==> src/rtl/ising_core_reg_ctrl.sv <==
// ---------------------------------------------------------------------------
// ising_core_reg_ctrl
//
// Register-bus front end of one Ising core wrapper. It decodes CPU accesses
// into configuration/control state and sequences the core datapath through
// start -> iterate -> done (or timeout / soft abort). It also raises a
// level interrupt when a run ends.
//
// Ports
//   clk_i, rst_ni        core clock, asynchronous active-low reset
//   reg_valid_i          request valid (accepted the same cycle)
//   reg_write_i          1 = write, 0 = read
//   reg_addr_i           byte address, only bits [4:2] are decoded
//   reg_wdata_i          write data
//   reg_wstrb_i          byte strobes
//   reg_rdata_o          read data (combinational, 0 on error or write)
//   reg_error_o          access error (combinational)
//   reg_ready_o          request accepted (= reg_valid_i)
//   core_start_o         one-cycle start pulse to the datapath
//   core_abort_o         one-cycle abort pulse to the datapath
//   core_num_iter_o      iteration target latched at start
//   core_iter_done_i     one-cycle pulse per completed iteration
//   busy_o               sequencer not idle
//   irq_o                registered level interrupt
//
// Register map (word offsets)
//   0x00 CTRL        [0] START (pulse) [1] SOFT_RST (pulse) [2] IRQ_EN
//   0x04 STATUS      [0] BUSY (RO) [1] DONE (W1C) [2] TIMEOUT (W1C)
//   0x08 NUM_ITER    R/W, IterWidth bits
//   0x0C TIMEOUT_CYC R/W, 0 disables the timeout
//   0x10 CYCLE_CNT   RO
//   0x14 ITER_CNT    RO
//
// Sequencer states
//   state  | meaning
//   IDLE   | waiting for START, datapath quiet
//   RUN    | datapath iterating, cycle/iteration counters advancing
//   FINISH | final iteration seen, DONE set, back to IDLE next cycle
// ---------------------------------------------------------------------------
module ising_core_reg_ctrl #(
  parameter int unsigned AddrWidth = 32,
  parameter int unsigned DataWidth = 32,
  parameter int unsigned IterWidth = 16
) (
  input  logic                   clk_i,
  input  logic                   rst_ni,
  input  logic                   reg_valid_i,
  input  logic                   reg_write_i,
  input  logic [AddrWidth-1:0]   reg_addr_i,
  input  logic [DataWidth-1:0]   reg_wdata_i,
  input  logic [DataWidth/8-1:0] reg_wstrb_i,
  output logic [DataWidth-1:0]   reg_rdata_o,
  output logic                   reg_error_o,
  output logic                   reg_ready_o,
  output logic                   core_start_o,
  output logic                   core_abort_o,
  output logic [IterWidth-1:0]   core_num_iter_o,
  input  logic                   core_iter_done_i,
  output logic                   busy_o,
  output logic                   irq_o
);

  typedef enum logic [1:0] {
    IDLE   = 2'd0,
    RUN    = 2'd1,
    FINISH = 2'd2
  } state_e;

  localparam logic [2:0] AddrCtrl    = 3'd0;
  localparam logic [2:0] AddrStatus  = 3'd1;
  localparam logic [2:0] AddrNumIter = 3'd2;
  localparam logic [2:0] AddrTimeout = 3'd3;
  localparam logic [2:0] AddrCycle   = 3'd4;
  localparam logic [2:0] AddrIter    = 3'd5;

  localparam logic [IterWidth-1:0] IterOne = IterWidth'(1);
  localparam logic [DataWidth-1:0] CycOne  = DataWidth'(1);

  state_e                 state_q, state_d;
  logic                   irq_en_q, irq_en_d;
  logic                   done_q, done_d;
  logic                   timeout_q, timeout_d;
  logic [IterWidth-1:0]   num_iter_q, num_iter_d;
  logic [DataWidth-1:0]   timeout_cyc_q, timeout_cyc_d;
  logic [DataWidth-1:0]   cycle_cnt_q, cycle_cnt_d;
  logic [IterWidth-1:0]   iter_cnt_q, iter_cnt_d;
  logic [IterWidth-1:0]   core_num_iter_q, core_num_iter_d;
  logic                   start_q, start_d;
  logic                   abort_q, abort_d;
  logic                   irq_q, irq_d;

  // Only bits [4:2] select a register; the rest are don't-care.
  logic                   unused_addr;
  assign unused_addr = ^{reg_addr_i[AddrWidth-1:5], reg_addr_i[1:0]};

  logic [2:0] word_sel;
  logic       busy;
  logic       wr_req, rd_req;
  logic       sel_ctrl, sel_status, sel_num, sel_tmo, sel_ro, sel_unmapped;
  logic       soft_rst_req, start_req;
  logic       acc_err, wr_ok, start_ok, soft_rst_ok;
  logic [IterWidth-1:0] iter_next;
  logic       iter_complete, tmo_hit;
  logic [DataWidth-1:0] rdata_rd;

  assign word_sel     = reg_addr_i[4:2];
  assign busy         = (state_q != IDLE);
  assign wr_req       = reg_valid_i & reg_write_i;
  assign rd_req       = reg_valid_i & ~reg_write_i;

  assign sel_ctrl     = (word_sel == AddrCtrl);
  assign sel_status   = (word_sel == AddrStatus);
  assign sel_num      = (word_sel == AddrNumIter);
  assign sel_tmo      = (word_sel == AddrTimeout);
  assign sel_ro       = (word_sel == AddrCycle) | (word_sel == AddrIter);
  assign sel_unmapped = (word_sel > AddrIter);

  // SOFT_RST masks START when both are written together, so that combination
  // can never raise a START error.
  assign soft_rst_req = wr_req & sel_ctrl & reg_wstrb_i[0] & reg_wdata_i[1];
  assign start_req    = wr_req & sel_ctrl & reg_wstrb_i[0] & reg_wdata_i[0] & ~reg_wdata_i[1];

  assign acc_err = (reg_valid_i & sel_unmapped)
                 | (wr_req & sel_ro)
                 | (wr_req & (sel_num | sel_tmo) & busy)
                 | (start_req & (busy | (num_iter_q == '0)));

  assign wr_ok       = wr_req & ~acc_err;
  assign start_ok    = start_req & ~acc_err;
  assign soft_rst_ok = soft_rst_req & ~acc_err;

  assign iter_next     = iter_cnt_q + IterOne;
  assign iter_complete = core_iter_done_i & (iter_next == core_num_iter_q);
  assign tmo_hit       = (timeout_cyc_q != '0) & (cycle_cnt_q == timeout_cyc_q - CycOne);

  always_comb begin
    rdata_rd = '0;
    case (word_sel)
      AddrCtrl:    rdata_rd[2]             = irq_en_q;
      AddrStatus:  rdata_rd[2:0]           = {timeout_q, done_q, busy};
      AddrNumIter: rdata_rd[IterWidth-1:0] = num_iter_q;
      AddrTimeout: rdata_rd                = timeout_cyc_q;
      AddrCycle:   rdata_rd                = cycle_cnt_q;
      AddrIter:    rdata_rd[IterWidth-1:0] = iter_cnt_q;
      default:     rdata_rd                = '0;
    endcase
  end

  assign reg_ready_o = reg_valid_i;
  assign reg_error_o = acc_err;
  assign reg_rdata_o = (rd_req & ~acc_err) ? rdata_rd : '0;

  always_comb begin
    state_d         = state_q;
    irq_en_d        = irq_en_q;
    done_d          = done_q;
    timeout_d       = timeout_q;
    num_iter_d      = num_iter_q;
    timeout_cyc_d   = timeout_cyc_q;
    cycle_cnt_d     = cycle_cnt_q;
    iter_cnt_d      = iter_cnt_q;
    core_num_iter_d = core_num_iter_q;
    start_d         = 1'b0;
    abort_d         = 1'b0;

    // Register-side updates; the sequencer below may override the flags so
    // that a hardware set wins over a same-cycle W1C.
    if (wr_ok && sel_ctrl && reg_wstrb_i[0]) begin
      irq_en_d = reg_wdata_i[2];
    end
    if (wr_ok && sel_num) begin
      for (int i = 0; i < int'(IterWidth); i++) begin
        if (reg_wstrb_i[i/8]) num_iter_d[i] = reg_wdata_i[i];
      end
    end
    if (wr_ok && sel_tmo) begin
      for (int i = 0; i < int'(DataWidth); i++) begin
        if (reg_wstrb_i[i/8]) timeout_cyc_d[i] = reg_wdata_i[i];
      end
    end
    if (wr_ok && sel_status && reg_wstrb_i[0]) begin
      if (reg_wdata_i[1]) done_d    = 1'b0;
      if (reg_wdata_i[2]) timeout_d = 1'b0;
    end

    case (state_q)
      IDLE: begin
        if (start_ok) begin
          state_d         = RUN;
          start_d         = 1'b1;
          core_num_iter_d = num_iter_q;
          cycle_cnt_d     = '0;
          iter_cnt_d      = '0;
          done_d          = 1'b0;
          timeout_d       = 1'b0;
        end
      end
      RUN: begin
        if (core_iter_done_i) iter_cnt_d = iter_next;
        // The counter holds in the timeout cycle, so it reads TIMEOUT_CYC-1
        // after an abort.
        if (!(tmo_hit && !iter_complete) && (cycle_cnt_q != '1)) begin
          cycle_cnt_d = cycle_cnt_q + CycOne;
        end
        if (iter_complete) begin
          state_d = FINISH;
          done_d  = 1'b1;
        end else if (tmo_hit) begin
          state_d   = IDLE;
          abort_d   = 1'b1;
          timeout_d = 1'b1;
        end
      end
      FINISH: state_d = IDLE;
      default: state_d = IDLE;
    endcase

    if (soft_rst_ok) begin
      state_d     = IDLE;
      start_d     = 1'b0;
      abort_d     = (state_q == RUN);
      cycle_cnt_d = '0;
      iter_cnt_d  = '0;
      done_d      = 1'b0;
      timeout_d   = 1'b0;
    end

    irq_d = irq_en_d & (done_d | timeout_d);
  end

  always_ff @(posedge clk_i or negedge rst_ni) begin
    if (!rst_ni) begin
      state_q         <= IDLE;
      irq_en_q        <= 1'b0;
      done_q          <= 1'b0;
      timeout_q       <= 1'b0;
      num_iter_q      <= '0;
      timeout_cyc_q   <= '0;
      cycle_cnt_q     <= '0;
      iter_cnt_q      <= '0;
      core_num_iter_q <= '0;
      start_q         <= 1'b0;
      abort_q         <= 1'b0;
      irq_q           <= 1'b0;
    end else begin
      state_q         <= state_d;
      irq_en_q        <= irq_en_d;
      done_q          <= done_d;
      timeout_q       <= timeout_d;
      num_iter_q      <= num_iter_d;
      timeout_cyc_q   <= timeout_cyc_d;
      cycle_cnt_q     <= cycle_cnt_d;
      iter_cnt_q      <= iter_cnt_d;
      core_num_iter_q <= core_num_iter_d;
      start_q         <= start_d;
      abort_q         <= abort_d;
      irq_q           <= irq_d;
    end
  end

  assign core_start_o    = start_q;
  assign core_abort_o    = abort_q;
  assign core_num_iter_o = core_num_iter_q;
  assign busy_o          = busy;
  assign irq_o           = irq_q;

endmodule
==> config.mk <==
export PLATFORM = sky130hd
export DESIGN_NAME = ising_core_reg_ctrl
export DESIGN_NICKNAME = d
export VERILOG_FILES = /design/src/rtl/ising_core_reg_ctrl.sv
export SDC_FILE = /design/constraint.sdc
export NUM_CORES = 1
export LEC_CHECK = 0
export CAP_MARGIN = 10
export CORE_UTILIZATION = 45
export CTS_BUF_LIST = sky130_fd_sc_hd__clkbuf_8 sky130_fd_sc_hd__clkbuf_16
export DETAILED_ROUTE_END_ITERATION = 16
export PLACE_DENSITY_LB_ADDON = 0.12
export SYNTH_ARGS = -nofsm -noshare
export SYNTH_HDL_FRONTEND = slang
export SYNTH_SLANG_ARGS = --single-unit
==> constraint.sdc <==
create_clock -name clk_i -period 3.4 [get_ports clk_i]
set_clock_uncertainty 0.1 [all_clocks]
set_input_delay 0.68 -clock clk_i [delete_from_list [all_inputs] [get_ports clk_i]]
set_output_delay 0.68 -clock clk_i [all_outputs]
set_load 0.005 [all_outputs]
==> run_results.csv <==
group,metric,value,unit
logic_synthesis,synth_enable_flop_cells,0,
final_layout,areaGrowthSynthToFinish,36.0,%
power_and_ir_drop,p_comb_share,32.3,%
sta,hold_viol_final,0,
clock_network,root_buffer,"clkbuf_16",
clock_network,cts_tree,"built",
die,die_w,137,um
sta,maxSlewViolCount,0,
setup_path,criticalPathCategory,"flop to flop",
clock_network,cts_sinks,120,
sta,clock.fmax,275,MHz
final_layout,nNetsFinal,1197,
setup_path,cp_max_fo,31,
logic_synthesis,yosysWarnings,0,
power_and_ir_drop,ir_drop,0.413,mV
die,num_rows,49,
power_and_ir_drop,p_leak,5.01,nW
logic_synthesis,synth_cells,945,
power_and_ir_drop,p_seq_share,36.3,%
logic_synthesis,seq_area_frac_synth,36.5,%
sta,fin_tns_setup,-7.16,ns
power_and_ir_drop,power.net_switching,2.07,mW
logic_synthesis,ys_types,69,
drt,drtIter0Drc,722,
setup_path,timing.critical_path.arrival,3.83,ns
setup_path,cp-start-kind,"flop",
final_layout,drive_gt1_share,24.7,%
global_routing,grt_pass1_wl,42800,um
sta,maxSlewHeadroom,56.5,%
sta,layout_setup_ws,-0.236,ns
power_and_ir_drop,p_sw_share,35.3,%
sta,layout_min_cycle_time,3.64,ns
drt,wl_per_cell,20.0,um
clock_network,clk_path_buf_depth,2,
place,dp.cells,1314,
die,dieArea,18800,sq um
status,outcome,"finished with violations",
logic_synthesis,synth_ff_type,"dfrtp_1",
setup_path,end_kind,"flop",
die,die_h,137,um
place,portBuffers,97,
logic_synthesis,syn-mean-instance-area,8.70,sq um
global_routing,grt_overflow_total,0,
place,dp_slack,-0.669,ns
clock_network,holdBufCountCts,0,
status,failed_checks,"negative setup slack",
final_layout,layoutNonFillerInstCount,1363,
sta,rsz0062_at_grt,"yes",
setup_path,cp_slowest_stage_delay,0.47,ns
die,ioPinCount,127,
global_routing,grt_pass1_vias,7694,
job,drv_cap,0,
clock_network,htreeDepth,4,
global_routing,grt_max_degree,47,
setup_path,crit_slowest_cell,"or4b_4",
drt,drt_wl_total,27200,um
sta,period_share,107,%
die,core_area,18000,sq um
sta,hold_ws,0.179,ns
setup_path,required,3.60,ns
setup_path,path_common_cell,"or4_4",
place,gp_congestion,0.910,
clock_network,clk_pin_slew,0.06,ns
global_routing,grt.total_usage,30.3,%
place,dpl_cell_area,10200,sq um
global_routing,antenna_found_initial,1,
drt,via_per_inst,6.00,
logic_synthesis,async_reset_ff_share,100,%
logic_synthesis,netlist_area,8220,sq um
power_and_ir_drop,cellInternalPower,3.80,mW
die,initial_core_util,45.8,%
logic_synthesis,syn_nets,1021,
final_layout,num_antenna_cells,0,
clock_network,clk_latency,0.42,ns
logic_synthesis,ys_ff_latch,120,
sta,setup_violations,35,
drt,num_vias,8182,
power_and_ir_drop,powerDensity,525,nW/um^2
drt,final_antenna_net_count,0,
place,dp_hpwl,19900,um
drt,first_pass_iters,5,
power_and_ir_drop,clockPowerShare,31.4,%
final_layout,stdcell_area,11200,sq um
sta,worst_slew_pin_slew,0.652,ns
clock_network,cts_inserted_buffers,17,
drt,drc,0,
power_and_ir_drop,finalPower,5.87,mW
final_layout,postLayoutCoreUtil,62.3,%
min_path,hold_path_class,"input port to async pin",
setup_path,path_cells,"inv_2 > ha_4 > or4b_4 > or4_4 > or4_4 > o21ai_2 > buf_6 > o31ai_4 > nor4_4 > buf_4 > nand4_4 > buf_12 > a221o_1",
-- registers in the layout (all words and copies together) (netlist names), 2 cells and up --
signal and count:
cycle_cnt_q 32, state_q 2, iter_cnt_q 16, timeout_cyc_q 32, core_num_iter_o 16, num_iter_q 16
-- cell usage after synthesis, drive strengths merged (3+ instances only) --
library cell | instances | area, sq um
a2111oi | 3 | 26.3
nor4b | 6 | 52.6
nor3 | 45 | 225
and3 | 40 | 250
a221o | 29 | 290
ha | 3 | 37.5
mux2 | 48 | 541
a222oi | 7 | 70.1
nor2 | 66 | 248
o31ai | 10 | 80.1
a21o | 4 | 30.0
nand4 | 21 | 146
or4b | 3 | 30.0
xor2 | 19 | 166
nor2b | 6 | 37.5
nand4b | 6 | 52.6
nor3b | 4 | 30.0
mux2i | 5 | 50.1
clkbuf | 66 | 248
or4 | 13 | 101
a21oi | 20 | 100
or2 | 8 | 50.1
nor4 | 22 | 168
a31oi | 3 | 18.8
o21a | 4 | 30.0
nand2b | 6 | 37.5
dfrtp | 120 | 3000
a22oi | 28 | 210
a22o | 6 | 52.6
nand2 | 106 | 400
or3 | 15 | 93.8
inv | 22 | 82.6
a211oi | 10 | 75.1
xnor2 | 42 | 368
buf | 16 | 121
o21ai | 38 | 190
and2 | 14 | 87.6
nand3 | 29 | 145
-- critical path, delay by kind of cell (launching register included) --
kind | cells | cell delay, ns
buffers and inverters | 4 | 0.60
DFF | 1 | 0.39
adders and majority gates | 1 | 0.13
and+or+nand+nor | 5 | 1.71
AOI/OAI and AO/OA | 3 | 0.59
-- worst paths after layout --
check / startpoint / to / slack, ns / depth (start not counted)
max in group asynchronous: rst_ni / num_iter_q[5] / 2.14 / 2
setup / recovery: timeout_cyc_q[1] / cycle_cnt_q[10] / -0.24 / 13
min in group clk_i: core_num_iter_o[6] / core_num_iter_o[6] / 0.42 / 2
hold / removal: rst_ni / iter_cnt_q[13] / 0.18 / 1
hold reg to reg: core_num_iter_o[6] / core_num_iter_o[6] / 0.42 / 2
setup reg to reg: timeout_cyc_q[1] / cycle_cnt_q[10] / -0.24 / 13
-- logic make-up (layout without fill, tap and decap cells) --
logic type	Yosys count	after routing	synth area share, %
compound gates	186	186	16.8
buf+inv	104	293	5.49
xor+xnor	61	61	6.50
mux	53	53	7.18
flops	120	120	36.5
fa+ha+maj	3	3	0.456
simple gates	418	418	27.1
-- layer usage --
layer  vias up  track usage, %  wire [um]
met2       319            42.9      11700
li1       3851               -          -
met1      3965            44.8      12800
met5         -               0         13
met4         2            10.1        635
met3        45            7.06       2070
-- final cells by class --
type	instances	area (sq um)
Inverter	22	82.6
Multi-Input combinational cell	721	4990
Tap cell	229	287
Timing Repair Buffer	239	2220
Clock buffer	21	480
Fill cell	1575	6780
Clock inverter	11	121
Sequential cell	120	3000
-- power groups by stage --
stage          logic (mW)  registers (mW)  clock network (mW)
2_1_floorplan        1.26            1.90                   0
3_3_place_gp         1.75            2.13                   0
3_5_place_dp         1.78            2.13                   0
4_1_cts              1.84            2.12                1.86
5_1_grt              2.05            2.18                1.92
6_report             1.90            2.13                1.84
-- timing repair --
| action | 4_1_cts | 5_1_grt |
|---|---|---|
| gates resized for setup | 51 | 27 |
| endpoints found under the hold margin | 0 | 0 |
| setup endpoints to repair | 73 | 76 |
| pin swaps | 12 | 11 |
| cloned | 3 | 0 |
| setup buffers | 11 | 3 |
-- placed cells by master (no fill, tap or decap), drive strengths merged, types with 13 or more instances in the layout --
cell type,netlist,layout
a21oi,20,20
a221o,29,29
a22oi,28,28
and2,14,14
and3,40,40
buf,16,144
clkbuf,66,21
clkdlybuf4s50,0,76
dfrtp,120,120
inv,22,24
mux2,48,48
nand2,106,106
nand3,29,29
nand4,21,21
nor2,66,66
nor3,45,45
nor4,22,22
o21ai,38,38
or3,15,15
or4,13,13
xnor2,42,42
xor2,19,19
No activity file was read; power rests on OpenSTA's default activity.
